**config.mk**
```make
export PLATFORM = sky130hd
export DESIGN_NAME = spi_master_core_flat
export DESIGN_NICKNAME = d
export VERILOG_FILES = /design/src/rtl/spi_master_core_if.sv /design/src/rtl/spi_master_core.sv /design/src/flat_wrapper.sv
export SDC_FILE = /design/constraint.sdc
export NUM_CORES = 1
export LEC_CHECK = 0
export ABC_AREA = 1
export CAP_MARGIN = 10
export CORE_UTILIZATION = 40
export CTS_BUF_LIST = sky130_fd_sc_hd__clkbuf_8 sky130_fd_sc_hd__clkbuf_16
export CTS_CLUSTER_DIAMETER = 60
export DETAILED_ROUTE_END_ITERATION = 10
export HOLD_SLACK_MARGIN = 0.12
export PLACE_DENSITY = 0.66
export SLEW_MARGIN = 10
export SYNTH_ARGS = -nofsm -noshare
export SYNTH_HDL_FRONTEND = slang
export SYNTH_SLANG_ARGS = --single-unit
```
**constraint.sdc**
```tcl
create_clock -name i_clk -period 2.1 [get_ports i_clk]
set_input_delay 0.42 -clock i_clk [delete_from_list [all_inputs] [get_ports i_clk]]
set_output_delay 0.42 -clock i_clk [all_outputs]
set_load 0.01 [all_outputs]
```
**src/rtl/spi_master_core_if.sv**
```systemverilog
// rtl/spi_master_core_if.sv - control and SPI pin bundle for spi_master_core
//
// Purpose: groups the control handshake and SPI pins of spi_master_core.
// Signal names are seen from the core: i_* are driven into the core, o_* are
// driven by the core.
//   i_start    transfer request, sampled only while the core is idle
//   i_tx_data  word to transmit, captured on the accepted start
//   o_rx_data  last received word, updated together with o_done
//   o_busy     high from the accepted start through the done cycle
//   o_done     one-clock pulse when a transfer completes
//   o_cs_b     active-low chip select
//   o_sclk     SPI clock, idles low (mode 0)
//   o_mosi     master out
//   i_miso     slave in, sampled on sclk rising edges
// Modports: master = the core, slave = the front end / pin-side environment.
interface spi_master_core_if #(
  parameter int DATA_W = 8
) ();
  logic              i_start;
  logic [DATA_W-1:0] i_tx_data;
  logic [DATA_W-1:0] o_rx_data;
  logic              o_busy;
  logic              o_done;
  logic              o_cs_b;
  logic              o_sclk;
  logic              o_mosi;
  logic              i_miso;

  modport master (
    input  i_start, i_tx_data, i_miso,
    output o_rx_data, o_busy, o_done, o_cs_b, o_sclk, o_mosi
  );

  modport slave (
    output i_start, i_tx_data, i_miso,
    input  o_rx_data, o_busy, o_done, o_cs_b, o_sclk, o_mosi
  );
endinterface

```
**src/rtl/spi_master_core.sv**
```systemverilog
// rtl/spi_master_core.sv - single-word SPI master, mode 0
//
// Purpose: transfers one DATA_W-bit word per accepted start. sclk is derived
// from i_clk with a half-period of CLK_DIV clocks. Frame: SETUP (CLK_DIV clks,
// sclk low) -> XFER (DATA_W sclk periods, starting low) -> HOLD (CLK_DIV clks),
// so cs_b is low for (2*DATA_W+2)*CLK_DIV clocks.
// Ports:
//   i_clk  system clock, rising edge
//   i_rst  asynchronous active-high reset
//   bus    spi_master_core_if.master (control handshake and SPI pins)
// Parameters: DATA_W (>=2) bits per word, CLK_DIV (>=1) sclk half-period.
// Build option: define SPI_MASTER_LSB_FIRST_EN to shift LSB first on both
// mosi and miso; default is MSB first. Timing is the same in both builds.
module spi_master_core #(
  parameter int DATA_W  = 8,
  parameter int CLK_DIV = 4
) (
  input  logic              i_clk,
  input  logic              i_rst,
  spi_master_core_if.master bus
);

  localparam int DIV_W = (CLK_DIV > 1) ? $clog2(CLK_DIV) : 1;
  localparam int BIT_W = $clog2(DATA_W + 1);

  typedef enum logic [1:0] {
    S_IDLE,
    S_SETUP,
    S_XFER,
    S_HOLD
  } state_t;

  state_t            r_state;
  logic [DIV_W-1:0]  r_div;
  logic [BIT_W-1:0]  r_bit;
  logic [DATA_W-1:0] r_tx_sh;
  logic [DATA_W-1:0] r_rx_sh;
  logic [DATA_W-1:0] r_rx_data;
  logic              r_busy;
  logic              r_done;
  logic              r_cs_b;
  logic              r_sclk;
  logic              r_mosi;

  logic              w_div_wrap;
  logic              w_tx_first;
  logic              w_tx_next;
  logic [DATA_W-1:0] w_tx_shifted;
  logic [DATA_W-1:0] w_rx_shifted;

  assign w_div_wrap = (r_div == DIV_W'(CLK_DIV - 1));

`ifdef SPI_MASTER_LSB_FIRST_EN
  assign w_tx_first   = bus.i_tx_data[0];
  assign w_tx_next    = r_tx_sh[1];
  assign w_tx_shifted = {1'b0, r_tx_sh[DATA_W-1:1]};
  assign w_rx_shifted = {bus.i_miso, r_rx_sh[DATA_W-1:1]};
`else
  assign w_tx_first   = bus.i_tx_data[DATA_W-1];
  assign w_tx_next    = r_tx_sh[DATA_W-2];
  assign w_tx_shifted = {r_tx_sh[DATA_W-2:0], 1'b0};
  assign w_rx_shifted = {r_rx_sh[DATA_W-2:0], bus.i_miso};
`endif

  always_ff @(posedge i_clk or posedge i_rst) begin
    if (i_rst) begin
      r_state   <= S_IDLE;
      r_div     <= '0;
      r_bit     <= '0;
      r_tx_sh   <= '0;
      r_rx_sh   <= '0;
      r_rx_data <= '0;
      r_busy    <= 1'b0;
      r_done    <= 1'b0;
      r_cs_b    <= 1'b1;
      r_sclk    <= 1'b0;
      r_mosi    <= 1'b0;
    end else begin
      r_done <= 1'b0;
      case (r_state)
        S_IDLE: begin
          // The first idle cycle is also the done cycle; busy only drops
          // here if no new word is accepted on this edge.
          r_busy <= 1'b0;
          r_div  <= '0;
          r_bit  <= '0;
          if (bus.i_start) begin
            r_tx_sh <= bus.i_tx_data;
            r_rx_sh <= '0;
            r_cs_b  <= 1'b0;
            r_busy  <= 1'b1;
            r_mosi  <= w_tx_first;
            r_state <= S_SETUP;
          end
        end
        S_SETUP: begin
          if (w_div_wrap) begin
            r_div   <= '0;
            r_state <= S_XFER;
          end else begin
            r_div <= r_div + DIV_W'(1);
          end
        end
        S_XFER: begin
          if (w_div_wrap) begin
            r_div  <= '0;
            r_sclk <= ~r_sclk;
            if (!r_sclk) begin
              // Rising edge: miso has been stable since the previous fall.
              r_rx_sh <= w_rx_shifted;
            end else begin
              // Falling edge: count it; the last one leaves mosi untouched.
              r_bit <= r_bit + BIT_W'(1);
              if (r_bit == BIT_W'(DATA_W - 1)) begin
                r_state <= S_HOLD;
              end else begin
                r_tx_sh <= w_tx_shifted;
                r_mosi  <= w_tx_next;
              end
            end
          end else begin
            r_div <= r_div + DIV_W'(1);
          end
        end
        S_HOLD: begin
          if (w_div_wrap) begin
            r_div     <= '0;
            r_cs_b    <= 1'b1;
            r_mosi    <= 1'b0;
            r_rx_data <= r_rx_sh;
            r_done    <= 1'b1;
            r_state   <= S_IDLE;
          end else begin
            r_div <= r_div + DIV_W'(1);
          end
        end
        default: r_state <= S_IDLE;
      endcase
    end
  end

  assign bus.o_rx_data = r_rx_data;
  assign bus.o_busy    = r_busy;
  assign bus.o_done    = r_done;
  assign bus.o_cs_b    = r_cs_b;
  assign bus.o_sclk    = r_sclk;
  assign bus.o_mosi    = r_mosi;

endmodule

```
**src/flat_wrapper.sv**
```systemverilog
// flat-port wrapper written by rule: the top's interface ports become plain ports
module spi_master_core_flat 
#(
  parameter int DATA_W  = 8,
  parameter int CLK_DIV = 4
)
  (i_clk, i_rst, bus_i_start, bus_i_tx_data, bus_i_miso, bus_o_rx_data, bus_o_busy, bus_o_done, bus_o_cs_b, bus_o_sclk, bus_o_mosi);
  spi_master_core_if #(.DATA_W(DATA_W)) bus_i ();
  input  logic i_clk;
  input  logic i_rst;
  input wire logic [$bits(bus_i.i_start)-1:0] bus_i_start;
  input wire logic [$bits(bus_i.i_tx_data)-1:0] bus_i_tx_data;
  input wire logic [$bits(bus_i.i_miso)-1:0] bus_i_miso;
  output wire logic [$bits(bus_i.o_rx_data)-1:0] bus_o_rx_data;
  output wire logic [$bits(bus_i.o_busy)-1:0] bus_o_busy;
  output wire logic [$bits(bus_i.o_done)-1:0] bus_o_done;
  output wire logic [$bits(bus_i.o_cs_b)-1:0] bus_o_cs_b;
  output wire logic [$bits(bus_i.o_sclk)-1:0] bus_o_sclk;
  output wire logic [$bits(bus_i.o_mosi)-1:0] bus_o_mosi;
  assign bus_i.i_start = bus_i_start;
  assign bus_i.i_tx_data = bus_i_tx_data;
  assign bus_i.i_miso = bus_i_miso;
  assign bus_o_rx_data = bus_i.o_rx_data;
  assign bus_o_busy = bus_i.o_busy;
  assign bus_o_done = bus_i.o_done;
  assign bus_o_cs_b = bus_i.o_cs_b;
  assign bus_o_sclk = bus_i.o_sclk;
  assign bus_o_mosi = bus_i.o_mosi;
  spi_master_core #(.DATA_W(DATA_W), .CLK_DIV(CLK_DIV)) u_core (.i_clk(i_clk), .i_rst(i_rst), .bus(bus_i));
endmodule
```
# [Word-level counts from Yosys, hierarchy flattened]
# Cells that the tools add are included.
[op_classes] n_addsub=2 n_eq_ne=13 muxes=33 bitwise=1 reduce_logical=13
[ops] operator="$mux W7" n=4
[ops] operator="$mux W8" n=3
[ops] operator="$pmux W8 S2" n=1
[ops] operator="$mux W2" n=7
[ops] operator="$pmux W7 S2" n=1
[ops] operator="$reduce_and A6 Y1" n=2
[ops] operator="$mux W1" n=10
[ops] operator="$ne A2 B1 Y1 const B" n=5
[ops] operator="$mux W4" n=2
[ops] operator="$pmux W2 S4" n=1
[ops] operator="$pmux W4 S2" n=1
[ops] operator="$eq A2 B2 Y1 const B" n=3
[ops] operator="$ne A2 B2 Y1 const B" n=3
[ops] operator="$reduce_and A3 Y1" n=2
[ops] operator="$reduce_and A5 Y1" n=1
[ops] operator="$add A4 B1 Y4 const B" n=1
[ops] operator="$eq A4 B3 Y1 const B" n=1
[ops] operator="$pmux W2 S2" n=1
[ops] operator="$reduce_and A2 Y1" n=2
[ops] operator="$reduce_and A4 Y1" n=1
[ops] operator="$reduce_bool A2 Y1" n=2
[ops] operator="$pmux W1 S3" n=1
[ops] operator="$reduce_bool A3 Y1" n=1
[ops] operator="$reduce_or A3 Y1" n=1
[ops] operator="5 further kinds" n=5
[word_totals] reg_bits=36 inputBits=12 out_inout_bits=13

# [Longest topological paths before layout]
# Gate-level depths: netlist (run 1).
[depth] depth_word=5 ltp_mapped=10

# [Worst setup path before layout (run 1)]
# OpenSTA, ideal clock, no wires.
[synth_timing] path_type="reg-to-reg" startpoint="register u_core.r_state[0]" endpoint="register u_core.r_rx_sh[1]" setup_time_ns=0.117 t_arrival_ns=1.365 required_time_ns=1.983 setup_slack_ns=0.618 path_stages_with_launch=11 n_path_buf=2 synth_period_minus_slack_ns=1.482 path_cell_list="dfrtp_1 -> inv_1 -> ha_1 -> buf_6 -> nand2_2 -> nand2_2 -> clkinv_2 -> nand3_4 -> buf_8 -> nand2_1 -> o21ai_2"
[synth_between] elab_chain_len=3 elab_cells_between_ends=8 cone_classes="eq/ne (4); mux (1); reduce/logical (3)"
[synth_rtl] element="from (decl)" line="spi_master_core.sv:33" source="state_t r_state;"
[synth_rtl] element="from (signal assigned)" line="spi_master_core.sv:67" source="r_state <= S_IDLE;"
[synth_rtl] element="from (signal assigned)" line="spi_master_core.sv:93" source="r_state <= S_SETUP;"
[synth_rtl] element="from (signal assigned)" line="spi_master_core.sv:99" source="r_state <= S_XFER;"
[synth_rtl] element="$eq A2 B2 Y1 / $logic_not A2 Y1 (equally long branches)" line="spi_master_core.sv:80" source="case (r_state)"
[synth_rtl] element="$ne A2 B2 Y1 (no source line), or another cell as far along"
[synth_rtl] element="$reduce_and A4 Y1 (no source line)"
[synth_rtl] element="to (signal assigned)" line="spi_master_core.sv:110" source="r_rx_sh <= w_rx_shifted;"
[synth_rtl] element="to (decl)" line="spi_master_core.sv:37" source="logic [DATA_W-1:0] r_rx_sh;"
# Several ways; a longest one is shown, not always the timed one.
# A chain may end at the register's enable or synchronous reset.

# [Final worst setup path (run 1)]
[layout_timing] startpoint="register u_core.r_state[0]" endpoint="register u_core.r_tx_sh[6]"
[layout_between] elab_chain_len=3 elab_cells_between_ends=9 cone_classes="eq/ne (5); mux (1); reduce/logical (3)"
[layout_rtl] element="$eq A2 B2 Y1 / $logic_not A2 Y1 (equally long branches)" line="spi_master_core.sv:80"
[layout_rtl] element="$ne A2 B1 Y1 (no source line), or another cell as far along"
[layout_rtl] element="$reduce_and A5 Y1 (no source line)"
[layout_rtl] element="to (signal assigned)" line="spi_master_core.sv:88" source="r_tx_sh <= bus.i_tx_data;"
[layout_rtl] element="to (signal assigned)" line="spi_master_core.sv:117" source="r_tx_sh <= w_tx_shifted;"
[layout_rtl] element="to (decl)" line="spi_master_core.sv:36" source="logic [DATA_W-1:0] r_tx_sh;"
# Several ways; a longest one is shown, not always the timed one.

==> reports/qor.yml, run 1 <==
synth.most_common_cell: "nand2_1"
ctsHtreeMaxLevel: 2
num_vias: 1413
period_needed_ns: 1.765
setup_viol: 0
std_cell_rows: 24
synth_seq_cells: 36
ir_drop_mv: 0.5363
tightestPinTransition_ns: 0.4452
clk_pin_slew_worst_paths_ns: 0.07
hold_viol: 0
required_ns: 2.28
antennaDiodeCount: 0
viasPerCell: 4.726
rsz0062_at_grt: "false"
netlist_area_mm2: 0.001815
syn2layout_area_growth_pct: 20.74
cts_resized: 0
ys.flop_type: "dfrtp_1"
io_pins: 25
yosys.area.top_type_share_pct: 48.24
crit_slowest_cell: "dfrtp_1"
synthArstFlopShare_pct: 100.0
layout.cells.non_filler: 299
cp_cell_sequence: "inv_1 -> ha_1 -> nand2_2 -> a21oi_4 -> nand2_4 -> nand2_1 -> nand2_1"
critPathKind: "flip-flop to flip-flop"
first_global_vias: 1423
first_iter_violations: 88
hold_path.class: "flip-flop to flip-flop"
synth_edf_count: 0
grt_overflow: 0
ctsRootBufferMaster: "clkbuf_8"
p_leak_nw: 1.132
critPathBufInv: 1
dp_hpwl_um: 2460
setup_tns_ns: 0
chipWidth_um: 69.37
p_per_area_mw_per_mm2: 1232
fin_skew_ns: 0.007887
synth.yosys.seq_area_share_pct: 49.69
min_period_over_period_pct: 84.03
numCtsBuffers: 5
syn-mean-instance-area_um2: 8.405
insertion_delay_ns: 0.29
relSlewSlack_pct: 70.32
cap_viol_max_count: 0
routed_wl_um: 3425
design_area_mm2: 0.002192
synth.area.top_cells: "dfrtp_1, nand2_1, ha_1, o21ai_2, nand3_1"
route.detailed.drc: 0
post-cts-setup-buffer-count: 0
antenna_left: 0
slowest_delay_ns: 0.41
status: "finished clean"
start_util_pct: 41.70
slew_violations: 0
hold_buffers: 0
antenna_found_initial: 0
yosys-top-cells-count: "nand2_1, dfrtp_1, nand3_1"
syn_inst: 216
grt_max_degree: 37
gp_congestion: 0.7486
syn_nets: 237
die-area_mm2: 0.004812
cts_tree: "yes"
grt.total_usage_pct: 15.90
cts_sinks: 36
fin_nets: 268
grt_first_pass_wirelength_um: 6113
coreArea_mm2: 0.004354
wire_per_inst_um: 11.45
startpoint_type: "flip-flop"
placedCellCount: 292
synth_cell_types: 23
place_area_mm2: 0.002115
worstPathArrival_ns: 1.95
path_common_cell: "nand2_1"
layout-drive-gt1-share_pct: 12.55
crit_fanout: 8
cts.path.max_buffers: 2
io_buffers: 24
yosys_warnings: 0
synth_area_leader_cell: "dfrtp_1"
fmax_mhz: 566.7
die_h_um: 69.37
first_pass_iters: 4
critPathCaptureType: "flip-flop"
crit_family: "flip-flops"
==> logic make-up (layout without fill, tap and decap cells) <==
logic type / after synthesis / in the layout / share of synthesized area [%]
simple gates: 135 / 135 / 31.29
flops: 36 / 36 / 49.69
buf+inv: 19 / 50 / 5.444
compound gates: 15 / 15 / 6.410
fa+ha+maj: 9 / 9 / 6.203
xor+xnor: 2 / 2 / 0.9650
==> registers in the layout, indices dropped and copies added (netlist names) <==
register              cells
u_core.bus.o_done         1
u_core.r_state            2
u_core.r_rx_sh            8
u_core.bus.o_busy         1
u_core.bus.o_mosi         1
u_core.bus.o_sclk         1
u_core.r_bit              4
u_core.bus.o_cs_b         1
u_core.r_tx_sh            7
u_core.bus.o_rx_data      8
u_core.r_div              2
==> area by class of cell <==
class	instances	area (um^2)
clock buffers	5	68.82
clock inverters	2	8.758
fillers	408	2162
inverters	15	62.56
multi-input cells	161	814.5
flip-flops and latches	36	902.1
well taps	52	65.06
repair buffers	28	270.3
==> metrics by stage <==
stage	worst slack [ns]	hold WS (ns)	utilization [%]	power (mW)
final	0.3355	0.4756	50.34	2.701
after global routing	0.1796	0.5015	50.34	2.954
after CTS	0.3131	0.4838	50.34	2.729
after detailed placement	0.3054	0.4651	48.56	2.261
after global placement	0.3486	0.4557	48.56	2.236
after floorplan	0.6181	0.4414	-	1.970
==> worst reg2reg max path: cells and delay by family, from the launching register on <==
kind	cells	cell delay, ns
AOI/OAI and AO/OA	1	0.30
adders and majority gates	1	0.40
buffers and inverters	1	0.14
DFF	1	0.41
and+or+nand+nor	4	0.41
==> metal layers <==
layer | track usage, % | vias to the layer above | share of wire [%]
met1 | 20.74 | 651 | 49
met5 | 0 | - | 0
met4 | 6.803 | 0 | 1.1
met3 | 3.488 | 5 | 2.7
li1 | - | 737 | -
met2 | 25.46 | 20 | 47
==> cells in the final DEF, fill, tap and decap left out <==
cell type | synthesis | routed
o21ai_2 | 8 | 8
nor3_1 | 1 | 1
dfrtp_1 | 35 | 35
clkinv_1 | 1 | 1
clkdlybuf4s50_1 | 0 | 24
o21ai_0 | 6 | 6
buf_4 | 0 | 4
inv_6 | 1 | 1
nand2_1 | 102 | 102
clkinv_2 | 1 | 2
dfstp_2 | 1 | 1
nand3_4 | 1 | 1
inv_1 | 11 | 12
nor2_1 | 8 | 8
nand4_1 | 3 | 3
nand2_2 | 6 | 6
xor2_1 | 2 | 2
inv_2 | 1 | 1
a21oi_4 | 1 | 1
ha_1 | 9 | 9
nand2_4 | 1 | 1
clkbuf_8 | 0 | 5
nand3_1 | 13 | 13
==> path summary, 6_finish.rpt <==
path / cells past startpoint / slack [ns] / endpoint / start
setup / recovery: 7 / 0.34 / u_core.r_tx_sh[6]$_DFFE_PP0P_ / u_core.r_state[0]$_DFFE_PP0P_
hold / removal: 2 / 0.48 / u_core.r_tx_sh[0]$_DFFE_PP0P_ / u_core.r_tx_sh[0]$_DFFE_PP0P_
setup reg to reg: 7 / 0.34 / u_core.r_tx_sh[6]$_DFFE_PP0P_ / u_core.r_state[0]$_DFFE_PP0P_
hold reg to reg: 2 / 0.48 / u_core.r_tx_sh[0]$_DFFE_PP0P_ / u_core.r_tx_sh[0]$_DFFE_PP0P_
max in group asynchronous: 3 / 1.23 / u_core.bus.o_cs_b$_DFFE_PP1P_ / i_rst
min in group asynchronous: 3 / 0.53 / u_core.r_tx_sh[1]$_DFFE_PP0P_ / i_rst
==> where the power goes <==
group / internal (mW) / leakage (nW) / total, mW / switching, mW
Clock: 0.221 / 0.0452 / 0.459 / 0.239
Sequential: 0.870 / 0.476 / 0.993 / 0.122
Combinational: 0.444 / 0.611 / 1.25 / 0.806
Note: power is estimated with default switching activity, not from simulation.
==> inputs of run 2 (changes only) <==
--- a/config.mk
+++ b/config.mk
@@ -12,7 +12,7 @@
 export CTS_CLUSTER_DIAMETER = 60
 export DETAILED_ROUTE_END_ITERATION = 10
 export HOLD_SLACK_MARGIN = 0.12
-export PLACE_DENSITY = 0.66
+export PLACE_DENSITY = 0.69
 export SLEW_MARGIN = 10
 export SYNTH_ARGS = -nofsm -noshare
 export SYNTH_HDL_FRONTEND = slang
==> constraint.sdc (replaced) <==
create_clock -name i_clk -period 1.5 [get_ports i_clk]
set_input_delay 0.3 -clock i_clk [delete_from_list [all_inputs] [get_ports i_clk]]
set_output_delay 0.3 -clock i_clk [all_outputs]
set_load 0.01 [all_outputs]
==> run 2 against run 1 <==
Compared with the run above: first-iteration DRC count rose by 9.1%; largest power group unchanged; non-clock buffer count rose by 15; design area rose by 12%; critical path depth rose by 1; critical path type unchanged.
==> reports/qor.yml, run 2 (synthesized netlist as in run 1, its figures left out) <==
insertion_delay_ns: 0.29  # about the same
antenna_found_initial: 0  # unchanged
routed_wl_um: 3810  # +11%
hold_buffers: 0  # unchanged
fin_nets: 284  # +6.0%
p_leak_nw: 1.403  # +24%
timing.rr.end: "u_core.r_tx_sh[3]$_DFFE_PP0P_"
gp_congestion: 0.8085  # +8.0%
io_buffers: 24  # unchanged
start_util_pct: 41.70  # unchanged
clockPowerShare_pct: 15.3  # -1.7 points
grt.total_usage_pct: 17.54  # +1.6 points
dp_slack_ns: -0.1068  # -0.4122 ns
die-area_mm2: 0.004812  # unchanged
setup_viol: 0  # unchanged
cp_cell_sequence: "inv_2 -> buf_12 -> ha_4 -> nand2_2 -> a21oi_4 -> nand2_4 -> nand2_1 -> nand2_1"
num_vias: 1486  # +5.2%
first_global_vias: 1478  # +3.9%
die_h_um: 69.37  # unchanged
numCtsBuffers: 5  # unchanged
grt_max_degree: 37  # unchanged
chipWidth_um: 69.37  # unchanged
first_pass_iters: 4  # unchanged
wire_per_inst_um: 12.06  # +5.3%
coreArea_mm2: 0.004354  # unchanged
dp_hpwl_um: 2629  # +6.9%
critPathKind: "flip-flop to flip-flop"
fmax_mhz: 688.1  # +21%
io_pins: 25  # unchanged
p_seq_share_pct: 30.9  # -5.9 points
r2r_slack_ns: 0.05  # -0.29 ns
antennaDiodeCount: 0  # unchanged
p_per_area_mw_per_mm2: 1813  # +47%
worstPathArrival_ns: 1.64  # -0.31 ns
internal-power_mw: 2.557  # +67%
startpoint_type: "flip-flop"
r2r_start: "u_core.r_state[0]$_DFFE_PP0P_"
comb_power_share_pct: 53.8  # +7.5 points
ir_drop_mv: 0.7588  # +41%
grt_overflow: 0  # unchanged
slowest_delay_ns: 0.39  # -0.02 ns
fin_skew_ns: 0.006655  # -0.001232 ns
layout-drive-gt1-share_pct: 24.24  # +12 points
critPathCaptureType: "flip-flop"
crit_family: "flip-flops"
path_common_cell: "nand2_1"
syn2layout_area_growth_pct: 35.49
status: "finished clean"
final_common_cell: "nand2_1"
relSlewSlack_pct: 82.83  # +13 points
cts.path.max_buffers: 2  # unchanged
layout.cells.non_filler: 316  # +5.7%
cts_sinks: 36  # unchanged
ctsHtreeMaxLevel: 2  # unchanged
grt_first_pass_wirelength_um: 6644  # +8.7%
hold_path.class: "input port to asynchronous set/reset pin"
crit_fanout: 8  # unchanged
rsz0062_at_grt: "true"
route.detailed.drc: 0  # unchanged
antenna_left: 0  # unchanged
ctsRootBufferMaster: "clkbuf_8"
hold_viol: 0  # unchanged
tightestPinTransition_ns: 0.2560  # -0.1892 ns
first_iter_violations: 96  # +9.1%
cap_viol_max_count: 0  # unchanged
fin_ws_ns: 0.04666  # -0.2888 ns
viasPerCell: 4.703  # -0.49%
swShare_pct: 42.65  # -0.54 points
std_cell_rows: 24  # unchanged
min_period_over_period_pct: 96.89  # +13 points
crit_slowest_cell: "dfrtp_1"
critPathBufInv: 2  # +1
final_cell_mix: "nand2_1, dfrtp_1, buf_4"
clk_pin_slew_worst_paths_ns: 0.07  # about the same
reg2reg_depth: 8  # +1
required_ns: 1.69  # -0.59 ns
p_sw_mw: 1.902  # +63%
slew_violations: 0  # unchanged
cts_tree: "yes"
placedCellCount: 304  # +4.1%
period_needed_ns: 1.453  # -0.3112 ns
[run 2: worst max-delay path by stage]
stage                             startpoint                             to  slack, ns  depth (start not counted)
5_1_grt        u_core.r_state[0]$_DFFE_PP0P_  u_core.r_tx_sh[4]$_DFFE_PP0P_      -0.07                          9
4_1_cts        u_core.r_state[1]$_DFFE_PP0P_  u_core.r_tx_sh[2]$_DFFE_PP0P_      0.002                          8
3_5_place_dp                     bus_i_start  u_core.r_tx_sh[2]$_DFFE_PP0P_      -0.11                          8
3_3_place_gp                     bus_i_start  u_core.r_tx_sh[5]$_DFFE_PP0P_       -0.1                          8
2_1_floorplan  u_core.r_state[0]$_DFFE_PP0P_  u_core.r_rx_sh[1]$_DFFE_PP0P_       0.02                         10
6_report       u_core.r_state[0]$_DFFE_PP0P_  u_core.r_tx_sh[3]$_DFFE_PP0P_       0.05                          8
[run 2: metrics by stage]
| stage | TNS, ns | hold WS [ns] | instance area, um^2 | util, % | power [mW] |
|---|---|---|---|---|---|
| finish | 0 | 0.3510 | 2460 | 56.49 | 4.459 |
| floorplan | 0 | 0.4414 | 1815 | - | 2.758 |
| global placement | -1.139 | 0.4515 | 2230 | 51.21 | 3.379 |
| detailed placement | -1.174 | 0.4610 | 2230 | 51.21 | 3.425 |
| global route | -0.4413 | 0.3743 | 2460 | 56.49 | 4.829 |
| CTS | 0 | 0.3636 | 2354 | 54.05 | 4.258 |
[run 2: area by class of cell]
cell class / instances / area [um^2]
clock inverter: 3 / 18.77
sequential: 36 / 902.1
clock buffer: 5 / 68.82
fill: 385 / 1894
timing repair buffer: 43 / 439.2
multi-input combinational: 162 / 902.1
tap: 52 / 65.06
inverter: 15 / 63.81
[run 2: timing repair]
action / 4_1_cts / 5_1_grt
buffers inserted: 0 / 3
pin swaps: 3 / 3
gates resized for setup: 11 / 23
endpoints found under the setup margin: 18 / 30
cloned: 1 / 0
[run 2: power by group through the flow]
stage | clock (mW) | sequential [mW] | combinational [mW]
finish | 0.681 | 1.38 | 2.40
detailed placement | 0 | 1.39 | 2.04
global route | 0.746 | 1.41 | 2.67
global placement | 0 | 1.38 | 2.00
CTS | 0.703 | 1.38 | 2.18
floorplan | 0 | 1.40 | 1.35
[run 2: routing by layer]
layer | global-route usage (%) | routed length (um)
met2 | 28.59 | 1837
met3 | 4.070 | 134
met1 | 22.59 | 1770
met5 | 0 | 0
met4 | 6.803 | 68
[run 2: worst register-to-register path, delay by kind of cell, from the launching register on]
family | cells | cell delay, ns
flip-flops | 1 | 0.39
AND/OR/NAND/NOR | 4 | 0.33
AO/OA/AOI/OAI | 1 | 0.24
buffers and inverters | 2 | 0.23
adder cells (fa/ha/maj) | 1 | 0.17
